`config.mk`:
```
export PLATFORM = sky130hd
export DESIGN_NAME = uart_cmd_master
export DESIGN_NICKNAME = d
export VERILOG_FILES = /design/src/rtl/uart_cmd_master.sv
export SDC_FILE = /design/constraint.sdc
export NUM_CORES = 1
export LEC_CHECK = 0
export BUFFER_PORTS_ARGS = -buffer_cell sky130_fd_sc_hd__buf_2
export CAP_MARGIN = 0
export CORE_MARGIN = 10
export CORE_UTILIZATION = 50
export DETAILED_ROUTE_END_ITERATION = 10
export PLACE_DENSITY = 0.69
export RECOVER_POWER = 25
export REMOVE_ABC_BUFFERS = 1
export SLEW_MARGIN = 40
export SYNTH_ARGS = -nofsm -noshare
export SYNTH_HDL_FRONTEND = slang
export SYNTH_SLANG_ARGS = --single-unit
```
`constraint.sdc`:
```
create_clock -name clk -period 6.4 [get_ports clk]
set_input_delay 0.96 -clock clk [delete_from_list [all_inputs] [get_ports clk]]
set_output_delay 0.96 -clock clk [all_outputs]
set_load 0.01 [all_outputs]
```
`src/rtl/uart_cmd_master.sv`:
```
// Initiator side of the 5-byte UART command link: sends opcode+arg MSB-first, then
// collects the responder's reply into a 32-bit result or aborts on an inter-byte timeout.
module uart_cmd_master #(
    parameter int RESP_BYTES     = 5,
    parameter int TIMEOUT_CYCLES = 1200000
) (
    input  logic        clk,
    input  logic        reset,
    input  logic        cmd_valid,
    output logic        cmd_ready,
    input  logic [7:0]  cmd_op,
    input  logic [31:0] cmd_arg,
    output logic        rsp_valid,
    output logic [31:0] rsp_data,
    output logic        rsp_timeout,
    output logic        busy,
    output logic        tx_start,
    output logic [7:0]  tx_data,
    input  logic        tx_ready,
    input  logic        rx_rcv,
    input  logic [7:0]  rx_data
);

    localparam int TW = $clog2(TIMEOUT_CYCLES) + 1;
    localparam int RW = $clog2(RESP_BYTES + 1);

    typedef enum logic [2:0] {
        IDLE,
        SEND,
        WAIT_LOW,
        WAIT_HIGH,
        RECV
    } state_t;

    state_t        state;
    logic [39:0]   shift;
    logic [2:0]    tx_cnt;
    logic [RW-1:0] rx_cnt;
    logic [TW-1:0] timer;

    always_ff @(posedge clk or posedge reset) begin
        if (reset) begin
            state       <= IDLE;
            shift       <= '0;
            tx_cnt      <= '0;
            rx_cnt      <= '0;
            timer       <= '0;
            cmd_ready   <= 1'b1;
            busy        <= 1'b0;
            tx_start    <= 1'b0;
            tx_data     <= '0;
            rsp_valid   <= 1'b0;
            rsp_data    <= '0;
            rsp_timeout <= 1'b0;
        end else begin
            rsp_valid <= 1'b0;
            case (state)
                IDLE: begin
                    if (cmd_valid && cmd_ready) begin
                        shift     <= {cmd_op, cmd_arg};
                        tx_cnt    <= '0;
                        rsp_data  <= '0;
                        cmd_ready <= 1'b0;
                        busy      <= 1'b1;
                        state     <= SEND;
                    end
                end
                SEND: begin
                    if (tx_ready) begin
                        tx_start <= 1'b1;
                        tx_data  <= shift[39:32];
                        state    <= WAIT_LOW;
                    end
                end
                WAIT_LOW: begin
                    // tx_ready dropping is the only proof uart_tx took the byte
                    if (!tx_ready) begin
                        tx_start <= 1'b0;
                        shift    <= {shift[31:0], 8'h00};
                        tx_cnt   <= tx_cnt + 3'd1;
                        if (tx_cnt == 3'd4) begin
                            rx_cnt <= '0;
                            timer  <= '0;
                            state  <= RECV;
                        end else begin
                            state <= WAIT_HIGH;
                        end
                    end
                end
                WAIT_HIGH: begin
                    if (tx_ready) begin
                        state <= SEND;
                    end
                end
                RECV: begin
                    if (rx_rcv) begin
                        if (int'(rx_cnt) < 4) begin
                            rsp_data <= {rsp_data[23:0], rx_data};
                        end
                        rx_cnt <= rx_cnt + 1'b1;
                        timer  <= '0;
                        if (rx_cnt == RW'(RESP_BYTES - 1)) begin
                            rsp_valid   <= 1'b1;
                            rsp_timeout <= 1'b0;
                            cmd_ready   <= 1'b1;
                            busy        <= 1'b0;
                            state       <= IDLE;
                        end
                    end else if (timer == TW'(TIMEOUT_CYCLES - 1)) begin
                        // partial assembly is left in rsp_data for diagnosis
                        rsp_valid   <= 1'b1;
                        rsp_timeout <= 1'b1;
                        cmd_ready   <= 1'b1;
                        busy        <= 1'b0;
                        state       <= IDLE;
                    end else begin
                        timer <= timer + 1'b1;
                    end
                end
                default: state <= IDLE;
            endcase
        end
    end

endmodule

```
==> flow_summary.json, run 1 <==
{
  "fmax_mhz": 369,
  "grt_pass1_wl_mm": 20.5,
  "dp_slack_ns": 3.24,
  "path_max_fanout": 63,
  "cpMaxStageDelayCell": "o21ai_0",
  "coreArea_sq_um": 10400,
  "synthCells": 540,
  "avgViaCountPerCell": 5.49,
  "holdWs_ns": 0.477,
  "yosys.area.top_type": "dfrtp_1",
  "powerDensity_nw_per_um2": 366,
  "die_x_microns": 124,
  "post-cts-setup-buffers": 0,
  "htree_levels": 4,
  "fin_worst_skew_ns": 0.0198,
  "diodes": 0,
  "drtPass1Iterations": 4,
  "hp-class": "reg -> reg",
  "finalMaxSlewViolations": 37,
  "cts_num_sinks": 116,
  "worstPathRequired_ns": 6.75,
  "postCtsResizedCells": 0,
  "drc_errors": 0,
  "hold_viol_final": 0,
  "ys.flop_type": "dfrtp_1",
  "tightest_slew_ns": 1.58,
  "crit_path_start_kind": "register",
  "async_reset_ff_frac": 1.00,
  "die_area_sq_um": 15300,
  "grt_max_degree": 82,
  "io_buffer_count": 97,
  "setup_ws_ns": 3.69,
  "ant_nets": 0,
  "pin_count": 98,
  "antenna_found_initial": 0,
  "drt_iter0_drc": 421,
  "routed_wl_mm": 12.5,
  "fin_nets": 686,
  "rows": 37,
  "clock_path_buffers": 2,
  "cpPeakStageDelay_ns": 0.85,
  "maxSlewHeadroom": -0.0614,
  "cp-end-kind": "register",
  "synth_area_leaders": "dfrtp_1 53%, nand2_1 8.1%, o21ai_0 6.7%, mux2i_1 6.3%, clkbuf_1 1.9%",
  "cts_tree": "built",
  "drv.max_cap_violation_count": 1,
  "ys_warn_count": 0,
  "cp_common_cell": "o21ai_0",
  "start_util": 0.517,
  "period_needed_ns": 2.71,
  "syn_to_final_growth_pct": 21.0,
  "synth-edff-count": 0,
  "drive_gt1_frac": 0.250,
  "placed_area_sq_um": 5990,
  "violations": "capacitance limit, slew limit",
  "synth_top_area_share": 0.535,
  "cts_hold_buffers": 0,
  "synth_cell_types": 54,
  "fp.dieH_microns": 124,
  "grt_pass1_vias": 4143,
  "setup_violations": 0,
  "outcome": "finished, violations left",
  "crit_type": "reg -> reg",
  "wire_per_inst_microns": 16.1,
  "fin_setup_tns_ns": 0,
  "clk_latency_ns": 0.52,
  "cts_root_buffer": "clkbuf_8",
  "p_leak_uw": 0.00309,
  "grt_overflow": 0,
  "arrival_ns": 3.06,
  "ys_seq_area_frac": 0.539,
  "clk_pin_slew_worst_paths_ns": 0.06,
  "gp_congestion": 0.803,
  "dp_hpwl_mm": 8.29,
  "synth-seq-cells": 116,
  "grtUsageTotal": 0.167,
  "design_area_sq_um": 6510,
  "rsz0062_at_grt": "false",
  "crit_chain": "and3b_1 -> o21ai_0 -> buf_4 -> o21ai_0",
  "fin_cells": 776,
  "vias": 4260,
  "vdd_drop_max_v": 0.000217,
  "placed_cells": 745,
  "postSynthAreaPerCell_sq_um": 9.97,
  "post-route-period-util": 0.424,
  "cts_buffers": 17,
  "syn_area_sq_um": 5380
}
## worst max-delay path: cells and delay by family, from the launching register on
kind            cells  cell delay (ns)
simple gates        1             0.25
buf+inv             1             0.60
compound gates      2             1.05
flops               1             0.64
## cell usage in the layout, fill, tap and decap left out, types with 8 or more instances in the layout
| master | netlist | routed |
|---|---|---|
| mux2i_1 | 34 | 34 |
| and3_1 | 9 | 9 |
| mux2_2 | 8 | 8 |
| buf_2 | 2 | 97 |
| clkbuf_16 | 0 | 16 |
| nand3_1 | 8 | 8 |
| inv_1 | 9 | 8 |
| a21oi_1 | 13 | 13 |
| a211o_1 | 8 | 8 |
| nor2_1 | 23 | 23 |
| a22o_1 | 9 | 9 |
| o21ai_0 | 72 | 72 |
| nand2_1 | 116 | 116 |
| dfrtp_1 | 115 | 115 |
## cell type report
cell class              instances  area [sq um]
inverters                       9          35.0
clock inverters                10          83.8
multi-input cells             380          2330
fillers                       862          3900
well taps                     136           170
flip-flops and latches        116          2900
clock buffers                  21           449
repair buffers                104           542
## cells in the mapped netlist, drive strengths merged (3+ instances only)
master and n:
o21a 3, and4 5, nor3 3, a211o 8, a21oi 13, nand3 8, and3 9, o21ai 73
clkbuf 27, nor2 23, nand2 116, ha 5, mux2 8, inv 9, buf 8, nor4 5
a22o 9, a31oi 12, dfrtp 115, mux2i 34, nand4 5
## power by group
group / total [uW] / internal (uW) / switching [uW]
registers: 1030 / 911 / 123
clock network: 846 / 528 / 318
logic: 507 / 223 / 284
total: 2390 / 1660 / 725
## registers in the layout, summed over array words and instances, names as in the netlist
| name | cells |
|---|---|
| busy | 1 |
| cmd_ready | 1 |
| rsp_data | 32 |
| rsp_timeout | 1 |
| rsp_valid | 1 |
| rx_cnt | 3 |
| shift | 40 |
| state | 3 |
| timer | 22 |
| tx_cnt | 3 |
| tx_data | 8 |
| tx_start | 1 |
## metrics by stage
step | power [uW] | util
floorplan | 1380 | -
global placement | 1530 | 0.574
detailed placement | 1560 | 0.575
CTS | 2420 | 0.626
global route | 2540 | 0.625
finish | 2390 | 0.625
## path summary, 6_finish.rpt
| kind | from | end | cells past startpoint | slack (ns) |
|---|---|---|---|---|
| worst max-delay path | state[1] | shift[26] | 4 | 3.69 |
| min in group asynchronous | reset | rsp_data[22] | 2 | 0.83 |
| max in group asynchronous | reset | shift[30] | 3 | 4.22 |
| worst min-delay path | shift[8] | shift[8] | 2 | 0.48 |
| worst max register to register | state[1] | shift[26] | 4 | 3.69 |
| worst min register to register | shift[8] | shift[8] | 2 | 0.48 |
## cell families (layout without fill, tap and decap cells)
logic type / after synthesis / after routing / share of synthesized area
buf+inv: 44 / 144 / 0.0339
mux: 42 / 42 / 0.0799
simple gates: 193 / 193 / 0.165
compound gates: 137 / 137 / 0.165
flops: 116 / 116 / 0.539
xor+xnor: 3 / 3 / 0.00488
fa+ha+maj: 5 / 5 / 0.0116
## metal layers
metal / track usage / wire [microns]
met5: 0 / 0
met4: 0.0626 / 147
met3: 0.0525 / 864
met2: 0.261 / 5850
met1: 0.214 / 5620
Power figures use the tool's default switching activity.
==> run 2: changes to the inputs <==
==> constraint.sdc (replaced) <==
create_clock -name clk -period 2.6 [get_ports clk]
set_input_delay 0.39 -clock clk [delete_from_list [all_inputs] [get_ports clk]]
set_output_delay 0.39 -clock clk [all_outputs]
set_load 0.01 [all_outputs]
==> flow_summary.json, run 2 (synthesis gave the netlist of run 1 again) <==
{
  "critPathTopFamily": "simple AND/OR/NAND/NOR gates",
  "cts_tree": "built",
  "met1_usage": 0.222,
  "arrival_ns": 2.85,
  "die_x_microns": 124,
  "top_register": "shift",
  "rsz0062_at_grt": "false",
  "holdWs_ns": 0.0969,
  "avgViaCountPerCell": 5.46,
  "crit_chain": "ha_1 -> nand4_1 -> or4_1 -> or3_1 -> a221o_1",
  "ant_nets": 0,
  "hold_viol_final": 0,
  "cpPeakStageDelay_ns": 0.61,
  "setup_violations": 0,
  "p_seq_frac": 0.402,
  "n_fill_cell": 833,
  "outcome": "finished, violations left",
  "grt_pass1_wl_mm": 20.7,
  "met3_usage": 0.0548,
  "cp_num_cells": 5,
  "coreArea_sq_um": 10400,
  "start_util": 0.517,
  "p_total_uw": 6240,
  "cts_buffers": 17,
  "fmax_mhz": 409,
  "vdd_drop_max_v": 0.000572,
  "hp-class": "in -> reg",
  "combPwrFrac": 0.217,
  "wire_per_inst_microns": 15.8,
  "grt_max_degree": 117,
  "grt_pass1_vias": 4174,
  "fp.dieH_microns": 124,
  "pin_count": 98,
  "multi_input_area_sq_um": 2330,
  "syn_to_final_growth_pct": 25.0,
  "swShare": 0.290,
  "violations": "capacitance limit, slew limit",
  "crit_path_start_kind": "register",
  "powerDensity_nw_per_um2": 928,
  "post-route-period-util": 0.941,
  "drtPass1Iterations": 5,
  "rows": 37,
  "grt_overflow": 0,
  "antenna_found_initial": 0,
  "routed_wl_mm": 12.5,
  "drc_errors": 0,
  "clk_pin_slew_worst_paths_ns": 0.06,
  "final_core_util": 0.646,
  "hold_depth": 2,
  "final_common_cell": "nand2_1",
  "period_needed_ns": 2.45,
  "htree_levels": 4,
  "power_switching_uw": 1810,
  "die_area_sq_um": 15300,
  "drive_gt1_frac": 0.266,
  "finalMaxSlewViolations": 117,
  "pwr-share-clk": 0.380,
  "largestRegisters": "shift x40, rsp_data x32, timer x22",
  "grt-busiest-layer": "met2",
  "placed_cells": 759,
  "clock_path_buffers": 2,
  "crit_type": "reg -> reg",
  "fin_worst_skew_ns": 0.0133,
  "tightest_slew_ns": 1.54,
  "maxSlewHeadroom": -0.0252,
  "p_int_uw": 4430,
  "vias": 4319,
  "drv.max_cap_violation_count": 1,
  "cpMaxStageDelayCell": "or4_1",
  "gp_congestion": 0.853,
  "critPathBufInv": 0,
  "p_leak_uw": 0.00321,
  "r2r_cells": 5,
  "final_cell_mix": "116 x nand2_1, 115 x dfrtp_1, 96 x buf_2",
  "worstPathRequired_ns": 3.00,
  "cp-end-kind": "register",
  "largest_register_ff_count": 40,
  "drt_iter0_drc": 331,
  "grt_use_met2": 0.262,
  "io_buffer_count": 97,
  "register_area_sq_um": 2900,
  "cts_num_sinks": 116,
  "cts_root_buffer": "clkbuf_8",
  "dp_hpwl_mm": 8.31,
  "clk_latency_ns": 0.52,
  "diodes": 0,
  "fin_nets": 700,
  "grtUsageTotal": 0.170,
  "fin_cells": 791,
  "path_max_fanout": 6
}
[run 2: cell count changes in the layout (fill, tap and decap cells not counted), moves of 2 or more]
cell | before | now
buf_12 | 0 | 3
buf_4 | 6 | 17
bufinv_16 | 1 | 3
clkbuf_8 | 3 | 6
clkinv_2 | 6 | 3
nor4_1 | 2 | 4
nor4_2 | 3 | 1
[run 2: layout make-up]
class | count | area share
clock buffer | 24 | 0.0729
clock inverter | 8 | 0.0180
inverter | 9 | 0.00521
multi-input combinational | 380 | 0.346
sequential | 116 | 0.432
tap | 136 | 0.0253
timing repair buffer | 118 | 0.101
[run 2: repair_timing]
item,in CTS,in global routing
setup endpoints to repair,0,1
resized for setup,0,1
setup buffers,0,0
hold buffers,0,0
[run 2: per-layer routing]
layer	up-vias	routed length, microns
li1	2125	-
met1	2063	5620
met2	123	5920
met3	8	865
met4	0	101
met5	-	0
[run 2: power groups by stage]
stage | combinational, uW | clock (uW) | sequential, uW
6_report | 1360 | 2370 | 2510
5_1_grt | 1560 | 2510 | 2560
4_1_cts | 1390 | 2410 | 2510
3_5_place_dp | 1380 | 0 | 2530
3_3_place_gp | 1330 | 0 | 2500
2_1_floorplan | 876 | 0 | 2530
[run 2: metrics by stage]
stage	area, sq um	setup WS [ns]	TNS, ns
floorplan	5240	-2.12	-199.70
CTS	6740	0.114	0
global route	6730	0.0646	0
detailed placement	6130	0.148	0
global placement	6130	0.197	0
finish	6730	0.154	0
[run 2: worst paths after layout]
kind                                  from    endpoint  slack [ns]
worst max-delay path              timer[0]    timer[7]        0.15
worst min-delay path            cmd_arg[4]    shift[4]         0.1
worst max register to register    timer[0]    timer[7]        0.15
worst min register to register    tx_start    tx_start        0.48
max in group asynchronous            reset   shift[14]        1.21
min in group asynchronous            reset  tx_data[1]        0.43
==> run 3: changes to the inputs <==
--- a/config.mk
+++ b/config.mk
@@ -7,11 +7,13 @@
 export LEC_CHECK = 0
 export BUFFER_PORTS_ARGS = -buffer_cell sky130_fd_sc_hd__buf_2
 export CAP_MARGIN = 0
+export CELL_PAD_IN_SITES_DETAIL_PLACEMENT = 2
+export CELL_PAD_IN_SITES_GLOBAL_PLACEMENT = 2
 export CORE_MARGIN = 10
-export CORE_UTILIZATION = 50
+export CORE_UTILIZATION = 35
 export DETAILED_ROUTE_END_ITERATION = 10
-export PLACE_DENSITY = 0.69
-export RECOVER_POWER = 25
+export PLACE_DENSITY = 0.76
+export RECOVER_POWER = 100
 export REMOVE_ABC_BUFFERS = 1
 export SLEW_MARGIN = 40
 export SYNTH_ARGS = -nofsm -noshare
==> flow_summary.json, run 3 (synthesis gave the netlist of run 1 again) <==
{
  "routed_wl_mm": 17.6,
  "grt-busiest-layer": "met2",
  "die_area_sq_um": 20700,
  "cts_buffers": 17,
  "grt_max_degree": 65,
  "crit_type": "reg -> reg",
  "final_cell_mix": "116 x nand2_1, 115 x dfrtp_1, 72 x o21ai_0",
  "met3_usage": 0.0469,
  "outcome": "finished, violations left",
  "cts_root_buffer": "clkbuf_16",
  "cts_tree": "built",
  "fin_setup_tns_ns": 0,
  "dp_hpwl_mm": 11.5,
  "powerDensity_nw_per_um2": 952,
  "path_max_fanout": 10,
  "vias": 4614,
  "worstPathRequired_ns": 2.95,
  "syn_to_final_growth_pct": 25.3,
  "drive_gt1_frac": 0.195,
  "avgViaCountPerCell": 5.43,
  "cp-end-kind": "register",
  "start_util": 0.355,
  "largestRegisters": "shift x40, rsp_data x32, timer x22",
  "rows": 45,
  "top_register": "shift",
  "n_fill_cell": 1610,
  "finalMaxSlewViolations": 49,
  "grt_use_met2": 0.307,
  "htree_levels": 4,
  "rrSetupSlack_ns": 0.15,
  "largest_register_ff_count": 40,
  "wire_per_inst_microns": 20.8,
  "p_leak_uw": 0.00303,
  "drv.max_cap_violation_count": 1,
  "maxSlewHeadroom": -0.288,
  "pin_count": 98,
  "drc_errors": 0,
  "met1_usage": 0.210,
  "hold_viol_final": 0,
  "antenna_found_initial": 0,
  "rsz0062_at_grt": "false",
  "crit_path_start_kind": "register",
  "cts_num_sinks": 116,
  "io_buffer_count": 97,
  "vdd_drop_max_v": 0.000531,
  "violations": "capacitance limit, slew limit",
  "grtUsageTotal": 0.176,
  "post-route-period-util": 0.944,
  "fin_worst_skew_ns": 0.0108,
  "clk_pin_slew_worst_paths_ns": 0.06,
  "grt_pass1_wl_mm": 28.7,
  "final_common_cell": "nand2_1",
  "clk_latency_ns": 0.41,
  "coreArea_sq_um": 15100,
  "grt_pass1_vias": 5186,
  "drt_iter0_drc": 181,
  "die_x_microns": 144,
  "gp_congestion": 0.802,
  "grt_overflow": 0,
  "setup_violations": 0,
  "p_total_uw": 6420,
  "hp-class": "in -> reg",
  "arrival_ns": 2.80,
  "clock_path_buffers": 2,
  "holdWs_ns": 0.202,
  "ant_nets": 0,
  "tightest_slew_ns": 1.93,
  "fin_nets": 706,
  "fp.dieH_microns": 144,
  "period_needed_ns": 2.45,
  "diodes": 0,
  "drtPass1Iterations": 4,
  "fmax_mhz": 407
}
run 3: cell types whose count changed in the layout (fill, tap and decap cells not counted), moves of 2 or more:
cell | before | now
buf_2 | 96 | 52
buf_4 | 17 | 14
clkbuf_1 | 3 | 51
clkbuf_2 | 0 | 4
clkbuf_8 | 6 | 1
clkinv_4 | 1 | 3
clkinvlp_4 | 1 | 3
run 3: metal layers:
| layer | vias up | wire length [microns] |
|---|---|---|
| li1 | 2125 | - |
| met1 | 2379 | 7590 |
| met2 | 97 | 9080 |
| met3 | 13 | 803 |
| met4 | 0 | 155 |
| met5 | - | 0 |
run 3: what timing repair did:
item,in CTS,in global routing
gates resized for setup,0,1
buffers inserted,0,0
hold buffers,0,0
endpoints found under the setup margin,0,2
run 3: power breakdown:
group          switching [uW]  internal (uW)  leakage, uW
registers                 318           2240      0.00153
logic                     864            600      0.00121
clock network             865           1530     0.000289
run 3: final timing paths:
| path | cells after the start | from | endpoint |
|---|---|---|---|
| setup / recovery | 6 | timer[16] | timer[21] |
| hold / removal | 2 | cmd_arg[1] | shift[1] |
| setup reg to reg | 6 | timer[16] | timer[21] |
| hold reg to reg | 2 | rsp_data[28] | rsp_data[28] |
| min in group asynchronous | 2 | reset | shift[6] |
| max in group asynchronous | 3 | reset | rsp_data[7] |
run 3: metrics by stage:
stage,cells,worst slack [ns],utilization,area [sq um]
6_report,849,0.145,0.445,6750
5_1_grt,849,0.0702,0.445,6750
4_1_cts,849,0.0916,0.452,6840
3_5_place_dp,817,0.111,0.412,6240
3_3_place_gp,817,0.151,0.412,6240
2_1_floorplan,505,-2.12,-,5240
run 3: layout make-up:
class	instances	area, sq um	area share
Sequential cell	116	2900	0.431
Clock buffer	19	443	0.0657
Tap cell	188	235	0.0349
Multi-Input combinational cell	380	2320	0.344
Clock inverter	13	159	0.0236
Inverter	9	33.8	0.00501
Timing Repair Buffer	124	653	0.0968
run 3: worst max-delay path, cell delays in order (launching register included):
cell and delay, ns:
dfrtp_1 0.47, or4bb_1 0.52, or4_1 0.58, clkbuf_1 0.19, o31ai_4 0.30, buf_12 0.17, a211o_1 0.15
